[config.mk]
export PLATFORM = sky130hd
export DESIGN_NAME = mtr_ramp_ctrl
export DESIGN_NICKNAME = d
export VERILOG_FILES = /design/src/rtl/mtr_ramp_ctrl.sv
export SDC_FILE = /design/constraint.sdc
export NUM_CORES = 1
export LEC_CHECK = 0
export ABC_AREA = 1
export ABC_CLOCK_PERIOD_IN_PS = 10000
export BUFFER_PORTS_ARGS = -buffer_cell sky130_fd_sc_hd__clkbuf_2
export CORE_MARGIN = 2
export CORE_UTILIZATION = 55
export CTS_CLUSTER_DIAMETER = 200
export CTS_CLUSTER_SIZE = 16
export DETAILED_ROUTE_END_ITERATION = 6
export GPL_TIMING_DRIVEN = 0
export PLACE_DENSITY = 0.77
export SLEW_MARGIN = 25
export SYNTH_ARGS = -nofsm -noshare
export SYNTH_HDL_FRONTEND = slang
export SYNTH_SLANG_ARGS = --single-unit
export TNS_END_PERCENT = 100
[constraint.sdc]
create_clock -name clk -period 10 [get_ports clk]
set_input_delay 0.5 -clock clk [delete_from_list [all_inputs] [get_ports clk]]
set_output_delay 0.5 -clock clk [all_outputs]
set_load 0.02 [all_outputs]
[src/rtl/mtr_ramp_ctrl.sv]
// Slew-rate limiter for signed left/right wheel speed commands feeding the motor driver.
// Latency: accept->RAMP 1 cycle, first step after TICK_DIV cycles; estop zeroes outputs next cycle.
// Backpressure: cmd_rdy high only in IDLE with estop/rst low; no command queueing while ramping.
// Optional target saturation to +/-MAX_SPD when MTR_RAMP_CLAMP_EN is defined.
`timescale 1ns/1ps

module mtr_ramp_ctrl #(
  parameter int STEP     = 8,
  parameter int TICK_DIV = 1024,
  parameter int MAX_SPD  = 1000
) (
  input  logic               clk,
  input  logic               rst,
  input  logic               cmd_vld,
  input  logic signed [10:0] cmd_lft,
  input  logic signed [10:0] cmd_rght,
  output logic               cmd_rdy,
  input  logic               estop,
  output logic signed [10:0] lft_spd,
  output logic signed [10:0] rght_spd,
  output logic               busy,
  output logic               at_target
);

  localparam int              CW        = $clog2(TICK_DIV);
  localparam logic [CW-1:0]   TICK_LAST = CW'(TICK_DIV - 1);
  localparam logic signed [11:0] STEP_S = 12'(STEP);

  typedef enum logic [1:0] {IDLE, RAMP, ESTOP} state_t;

  state_t               state, state_nxt;
  logic [CW-1:0]        tick_cnt;
  logic signed [10:0]   tgt_lft, tgt_rght;
  logic signed [10:0]   lim_lft, lim_rght;
  logic signed [10:0]   lft_step, rght_step;
  logic                 accept, tick_end, same, done, at_nxt;

  // Move cur one STEP toward tgt; 12-bit difference cannot overflow for 11-bit operands.
  function automatic logic signed [10:0] step_to(input logic signed [10:0] cur,
                                                 input logic signed [10:0] tgt);
    logic signed [11:0] d, mag, sum;
    d   = {tgt[10], tgt} - {cur[10], cur};
    mag = d[11] ? -d : d;
    sum = d[11] ? ({cur[10], cur} - STEP_S) : ({cur[10], cur} + STEP_S);
    if (mag <= STEP_S) step_to = tgt;
    else               step_to = 11'(sum);
  endfunction

`ifdef MTR_RAMP_CLAMP_EN
  localparam logic signed [11:0] MAX_S = 12'(MAX_SPD);

  // Saturate a commanded target into [-MAX_SPD, +MAX_SPD].
  function automatic logic signed [10:0] limit(input logic signed [10:0] v);
    logic signed [11:0] w;
    w = {v[10], v};
    if (w > MAX_S)       limit = 11'(MAX_S);
    else if (w < -MAX_S) limit = 11'(-MAX_S);
    else                 limit = v;
  endfunction
`else
  localparam int unused_max_spd = MAX_SPD;

  // Full 11-bit range passes through untouched.
  function automatic logic signed [10:0] limit(input logic signed [10:0] v);
    limit = v;
  endfunction
`endif

  // Next-state, handshake and at_target decode; estop overrides every state.
  always_comb begin
    state_nxt = state;
    cmd_rdy   = 1'b0;
    accept    = 1'b0;
    at_nxt    = 1'b0;
    lim_lft   = limit(cmd_lft);
    lim_rght  = limit(cmd_rght);
    lft_step  = step_to(lft_spd, tgt_lft);
    rght_step = step_to(rght_spd, tgt_rght);
    tick_end  = (tick_cnt == TICK_LAST);
    same      = (lim_lft == lft_spd) && (lim_rght == rght_spd);
    done      = (lft_step == tgt_lft) && (rght_step == tgt_rght);
    case (state)
      IDLE: begin
        cmd_rdy = !rst && !estop;
        accept  = cmd_vld && cmd_rdy;
        if (accept) begin
          if (same) at_nxt    = 1'b1;
          else      state_nxt = RAMP;
        end
      end
      RAMP: begin
        if (tick_end && done) begin
          state_nxt = IDLE;
          at_nxt    = 1'b1;
        end
      end
      ESTOP:   state_nxt = IDLE;
      default: state_nxt = IDLE;
    endcase
    if (estop) begin
      state_nxt = ESTOP;
      at_nxt    = 1'b0;
    end
  end

  // State register; busy is registered alongside it.
  always_ff @(posedge clk) begin
    if (rst) begin
      state <= IDLE;
      busy  <= 1'b0;
    end else begin
      state <= state_nxt;
      busy  <= (state_nxt != IDLE);
    end
  end

  // Targets, tick counter and speed outputs.
  always_ff @(posedge clk) begin
    if (rst || estop) begin
      lft_spd   <= '0;
      rght_spd  <= '0;
      tgt_lft   <= '0;
      tgt_rght  <= '0;
      tick_cnt  <= '0;
      at_target <= 1'b0;
    end else begin
      at_target <= at_nxt;
      if (accept) begin
        tgt_lft  <= lim_lft;
        tgt_rght <= lim_rght;
        tick_cnt <= '0;
      end else if (state == RAMP) begin
        tick_cnt <= tick_end ? '0 : tick_cnt + 1'b1;
        if (tick_end) begin
          lft_spd  <= lft_step;
          rght_spd <= rght_step;
        end
      end
    end
  end

endmodule

[Yosys cells after proc, flatten, opt, wreduce, memory -nomap -nowiden]
Cells that the tools add are included.
Operators by class
  add/sub/neg operators: 9
  multiply operators: 0
  divide/modulo/power cells: 0
  magnitude comparators: 2
  eq/ne operators: 6
  shifts and indexed selects: 0
  multiplexer cells: 18
  bitwise gates (word level): 1
  reductions and logical operators: 13
Operators by type and width (number)
  11-bit == test: 4
  11-bit two-way mux: 4
  12-bit by 5-bit less-or-equal comparator with 1-bit output (second input constant): 2
  12-bit two-way mux: 2
  12-bit negator: 2
  11-bit by 11-bit subtractor with 12-bit output: 2
  11-bit by 5-bit adder with 11-bit output (second input constant): 2
  11-bit by 5-bit subtractor with 11-bit output (second input constant): 2
  10-bit by 1-bit adder with 10-bit output (second input constant): 1
  10-bit == test (second input constant): 1
  10-bit two-way mux: 1
  2-bit two-way mux: 4
  1-bit logical AND: 5
  1-bit two-way mux: 5
  2-bit case mux with 2 select lines: 1
  2-bit OR reduction: 2
  3-bit AND reduction: 1
  2-bit by 1-bit == test with 1-bit output (second input constant): 1
  1-bit logical NOT: 2
  2-bit logical NOT: 1
  1-bit case mux with 2 select lines: 1
  2-bit nonzero test: 1
  1-bit logical OR: 1
  1-bit inverter: 1
Word-level totals
  register bits after elaboration: 58
  bits in latches: 0
  memory bits (writable): 0
  bits in read-only memories: 0
  input bits: 26
  output and inout bits: 25
  word-level logic and storage cells: 57
  memories kept: 0

[Logic depth before layout (Yosys ltp)]
  depth in word-level cells: 12
  mapped depth: 31
  depth with buffers taken out: 30

[Worst setup path before layout]
OpenSTA, ideal clock, no wires.
  path type: reg2reg
  start: register lft_spd[3]
  end: register busy
  library setup time: 0.114 ns
  arrival: 3.691 ns
  required time: 9.886 ns
  setup slack: 6.196 ns
  stages on the path, launching flop included: 29
  buffers on the path: 1
  clock period less this slack: 3.804 ns
  path through: dfxtp_1 inv_1 ha_1 nand2_1 nor2_1 nand3_2 nand4_1 nand2_4 buf_6 ha_1 a21oi_1 a21oi_1 o21ai_0 nand2_1 nand2_1 nand2_1 a21oi_1 xnor2_1 inv_1 nand3_1 inv_1 nor2_1 nand2_1 nor2_2 nand3_1 nand2_1 nand2_1 nand2_1 nand2_1
On the way
  longest elaborated chain between the ends: 12
  elaborated cells between the ends (all ways): 19
  classes of those cells: add/sub: 4; order compare: 1; eq/ne: 2; mux: 8; reduce/logical: 4
Ends and longest elaborated chain
  start: declaration: RTL line 19  | output logic signed [10:0] lft_spd,
  start signal: assignment: RTL line 135  | lft_spd <= lft_step;
  11-bit by 11-bit subtractor with 12-bit output: RTL line 42  | d = {tgt[10], tgt} - {cur[10], cur};
  12-bit negator: RTL line 43  | mag = d[11] ? -d : d;
  12-bit two-way mux: RTL line 43
  12-bit by 5-bit less-or-equal comparator with 1-bit output: RTL line 45  | if (mag <= STEP_S) step_to = tgt;
  11-bit two-way mux: RTL line 45
  11-bit == test: RTL line 81  | done = (lft_step == tgt_lft) && (rght_step == tgt_rght);
  1-bit logical AND: RTL line 81
  1-bit logical AND: RTL line 92  | if (tick_end && done) begin
  2-bit two-way mux: RTL line 92
  2-bit case mux with 2 select lines (*): RTL line 82  | case (state)
  2-bit two-way mux (*): RTL line 100  | if (estop) begin
  2-bit nonzero test (*): RTL line 113  | busy <= (state_nxt != IDLE);
  end signal: assignment: RTL line 113
  end: declaration: RTL line 21  | output logic busy,
Every way passes the cells marked *; elsewhere a longest branch is shown, timed or not.
A chain may end at the register's enable or synchronous reset.

[Worst setup path in the final report]
Same ends and word-level chain as after synthesis.

==> out/qor.csv <==
stage,metric,value,unit
status,status,"complete, no violations",
sta,max-slew violations,0,
clock_network,H-Tree Depth,3,
sta,Fin. Hold Viols,0,
final_layout,layout cells sized above 1,12.0,%
clock_network,TritonCTS clock tree,yes,
drt,number of routed nets with antenna violations,0,
clock_network,clock sinks,58,
sta,clock skew,12.7,ps
floorplanning,# rows,37,
critical_path,Setup crit end kind,flip-flop,
yosys,Mapped Cells,960,
critical_path,crit-path max FO,15,
power_and_ir_drop,total power,0.000742,W
worst_hold_path,Hold/Removal Path Class,in2reg,
critical_path,"Top cell by count, worst path",nand2_1,
critical_path,Setup crit start kind,flip-flop,
clock_network,CTS root buf,clkbuf_8,
power_and_ir_drop,PD cells,116,nW/um^2
sta,worst relative slew slack,42.9,%
floorplanning,Ports,51,
global_routing,initial antenna violation count,0,
final_layout,Final Non-Filler Cells,1162,
clock_network,"Clk pin slew, worst setup/hold paths",70,ps
drt,drt wl/cell,13.6,microns
floorplanning,Die ar.,11400,sq um
global_routing,grt total ovfl,0,
critical_path,slowest CP cell,dfxtp_1,
placed_design,Post-Place Worst Slack,5610,ps
power_and_ir_drop,Leak,3.41,nW
sta,fin worst setup slack,5470,ps
sta,crit share post-route,45.3,%
final_layout,"Net count, final",1088,
sta,Final Critical Period,4530,ps
yosys,Post-Syn Nets,1027,
yosys,YS warnings,0,
final_layout,# fillers,1076,
global_routing,first-pass GRT wire length,26300,microns
final_layout,Area Growth Syn to Fin,10.8,%
final_layout,# diodes,0,
sta,setup TNS,0,ps
clock_network,hold buffers post-CTS,0,
drt,WL final,15900,microns
power_and_ir_drop,Peak VDD IR,0.0734,mV
sta,Max Freq,0.221,GHz
drt,DR iter-0 viols,377,
floorplanning,Starting Density,56.4,%
yosys,sequential share of the synthesized area,20.0,%
global_routing,number of global-route vias before repair,5701,
sta,# setup viols final,0,
critical_path,crit path kind,reg2reg,
global_routing,GR Util All Layers,28.8,%
yosys,Seq cells post-synth,58,
placed_design,PortBufs,50,
flow_run,maxcap violations,0,
yosys,synth top area cells,"dfxtp_1 20%, nand2_1 17%, inv_1 11%",
clock_network,setup bufs post-CTS,0,
drt,Vias/cell,5.32,
placed_design,DPL Wire Length,12600,microns
floorplanning,core area,10300,sq um
sta,hold_ws,332,ps
drt,DR vias,6187,
yosys,post-synth top area cell,dfxtp_1,
yosys,area share of the largest cell type after synthesis,20.0,%
global_routing,largest net degree at the start of global routing,16,
critical_path,WP data required,10240,ps
placed_design,dpl cells,1146,
floorplanning,Die Wd,107,microns
clock_network,worst skew pair latency,350,ps
clock_network,Max Root-Sink Buffers,2,
clock_network,total CTS buffers,9,
yosys,mapped cell area,5790,sq um
clock_network,post-cts resize count,0,
yosys,count of cell types in the netlist,39,
critical_path,CP Data Arrival Time,4770,ps
sta,RSZ-0062 raised after global routing,false,
placed_design,Placer Congestion,0.955,
critical_path,max incr delay on CP,480,ps
yosys,syn avg cell area,6.04,sq um
floorplanning,die height,107,microns
drt,Pre-antenna DRT Iters,7,
drt,DRC viols,0,
sta,Worst Max-Slew Pin Slew,850,ps
## power by group
part	switching, W	internal (W)	total (W)
logic	0.000187	0.0000921	0.000279
registers	0.00000212	0.000233	0.000235
clock network	0.000100	0.000127	0.000228
total	0.000290	0.000453	0.000742
## stage by stage
step,util [%],instance area [sq um]
finish,62.5,6420
global route,62.5,6420
CTS,62.5,6420
detailed placement,60.5,6210
global placement,60.5,6210
floorplan,-,5790
## routing by layer
metal / track usage (%) / share of wire (%) / wire, microns
met1: 36.9 / 45 / 7190
met2: 50.0 / 47 / 7460
met3: 4.01 / 5.5 / 870
met4: 8.53 / 2.1 / 340
met5: 0 / 0 / 0
## Yosys cell counts
master,n
a21boi_2,1
o31ai_1,5
nand3_2,10
buf_6,3
nand4_1,36
nand2_1,256
dfxtp_1,58
o211ai_1,1
nor2_2,9
nor2_1,57
clkinv_1,1
o21bai_1,2
a31oi_1,3
xnor2_1,14
buf_4,1
nand4_2,2
nand3_1,71
o21ai_0,63
or2_2,10
a21o_1,1
clkbuf_1,14
nor3b_1,1
nor3_1,7
a21oi_1,66
nand3b_1,6
a211oi_1,1
a21oi_2,2
nor4_1,6
xor2_2,1
ha_1,37
inv_2,4
fa_1,4
nand2_2,7
inv_1,169
xor2_1,20
nand2_4,5
and2_1,3
buf_2,2
o21a_1,1
## final cells by class
class / count / area [sq um] / share of cell area [%]
Timing Repair Buffer: 50 / 250 / 3.90
Clock buffer: 11 / 151 / 2.36
Inverter: 174 / 653 / 10.2
Buffer: 20 / 104 / 1.62
Sequential cell: 58 / 1160 / 18.1
Clock inverter: 5 / 52.6 / 0.819
Multi-Input combinational cell: 708 / 3880 / 60.4
Tap cell: 136 / 170 / 2.65
## cells by family (layout without fill, tap and decap cells)
logic type	Yosys count	in the layout	synth area share, %
xor+xnor	35	35	5.42
compound gates	146	146	13.4
fa+ha+maj	41	41	9.37
flops	58	58	20.0
buf+inv	194	260	13.1
simple gates	486	486	38.7
## path summary, 6_finish.rpt
check / slack, ps / to / cells past startpoint / start
max: 5470 / busy / 28 / lft_spd[3]
min: 330 / state[1] / 2 / rst
max reg2reg: 5470 / busy / 28 / lft_spd[3]
min reg2reg: 490 / tick_cnt[1] / 2 / tick_cnt[1]
## worst max-delay path: cells and delay by family, from the launching register on
| family | cells | cell delay (ps) |
|---|---|---|
| XOR/XNOR | 1 | 260 |
| AO/OA/AOI/OAI | 2 | 400 |
| AND/OR/NAND/NOR | 18 | 1860 |
| adder cells (fa/ha/maj) | 2 | 850 |
| flip-flops | 1 | 480 |
| buffers and inverters | 5 | 580 |
## layout by cell type (no fill, tap or decap), types with 4 or more instances in the layout
cell type  count
nand3_1       71
o21ai_0       63
nor3_1         7
a21oi_1       66
nand2_4        5
xor2_1        20
nand4_1       36
fa_1           4
nor4_1         6
inv_1        169
nand2_2        7
clkbuf_1      14
nand2_1      256
clkbuf_8      11
xnor2_1       14
nand3b_1       6
inv_2          4
dfxtp_1       58
ha_1          37
nand3_2       10
or2_2         10
clkbuf_2      50
o31ai_1        5
nor2_2         9
nor2_1        57
## registers in the layout, summed over array words and instances, names as in the netlist
register / count
lft_spd: 11
rght_spd: 11
tgt_lft: 11
tgt_rght: 11
tick_cnt: 10
state: 2
at_target: 1
busy: 1
No activity file was read; power rests on OpenSTA's default activity.
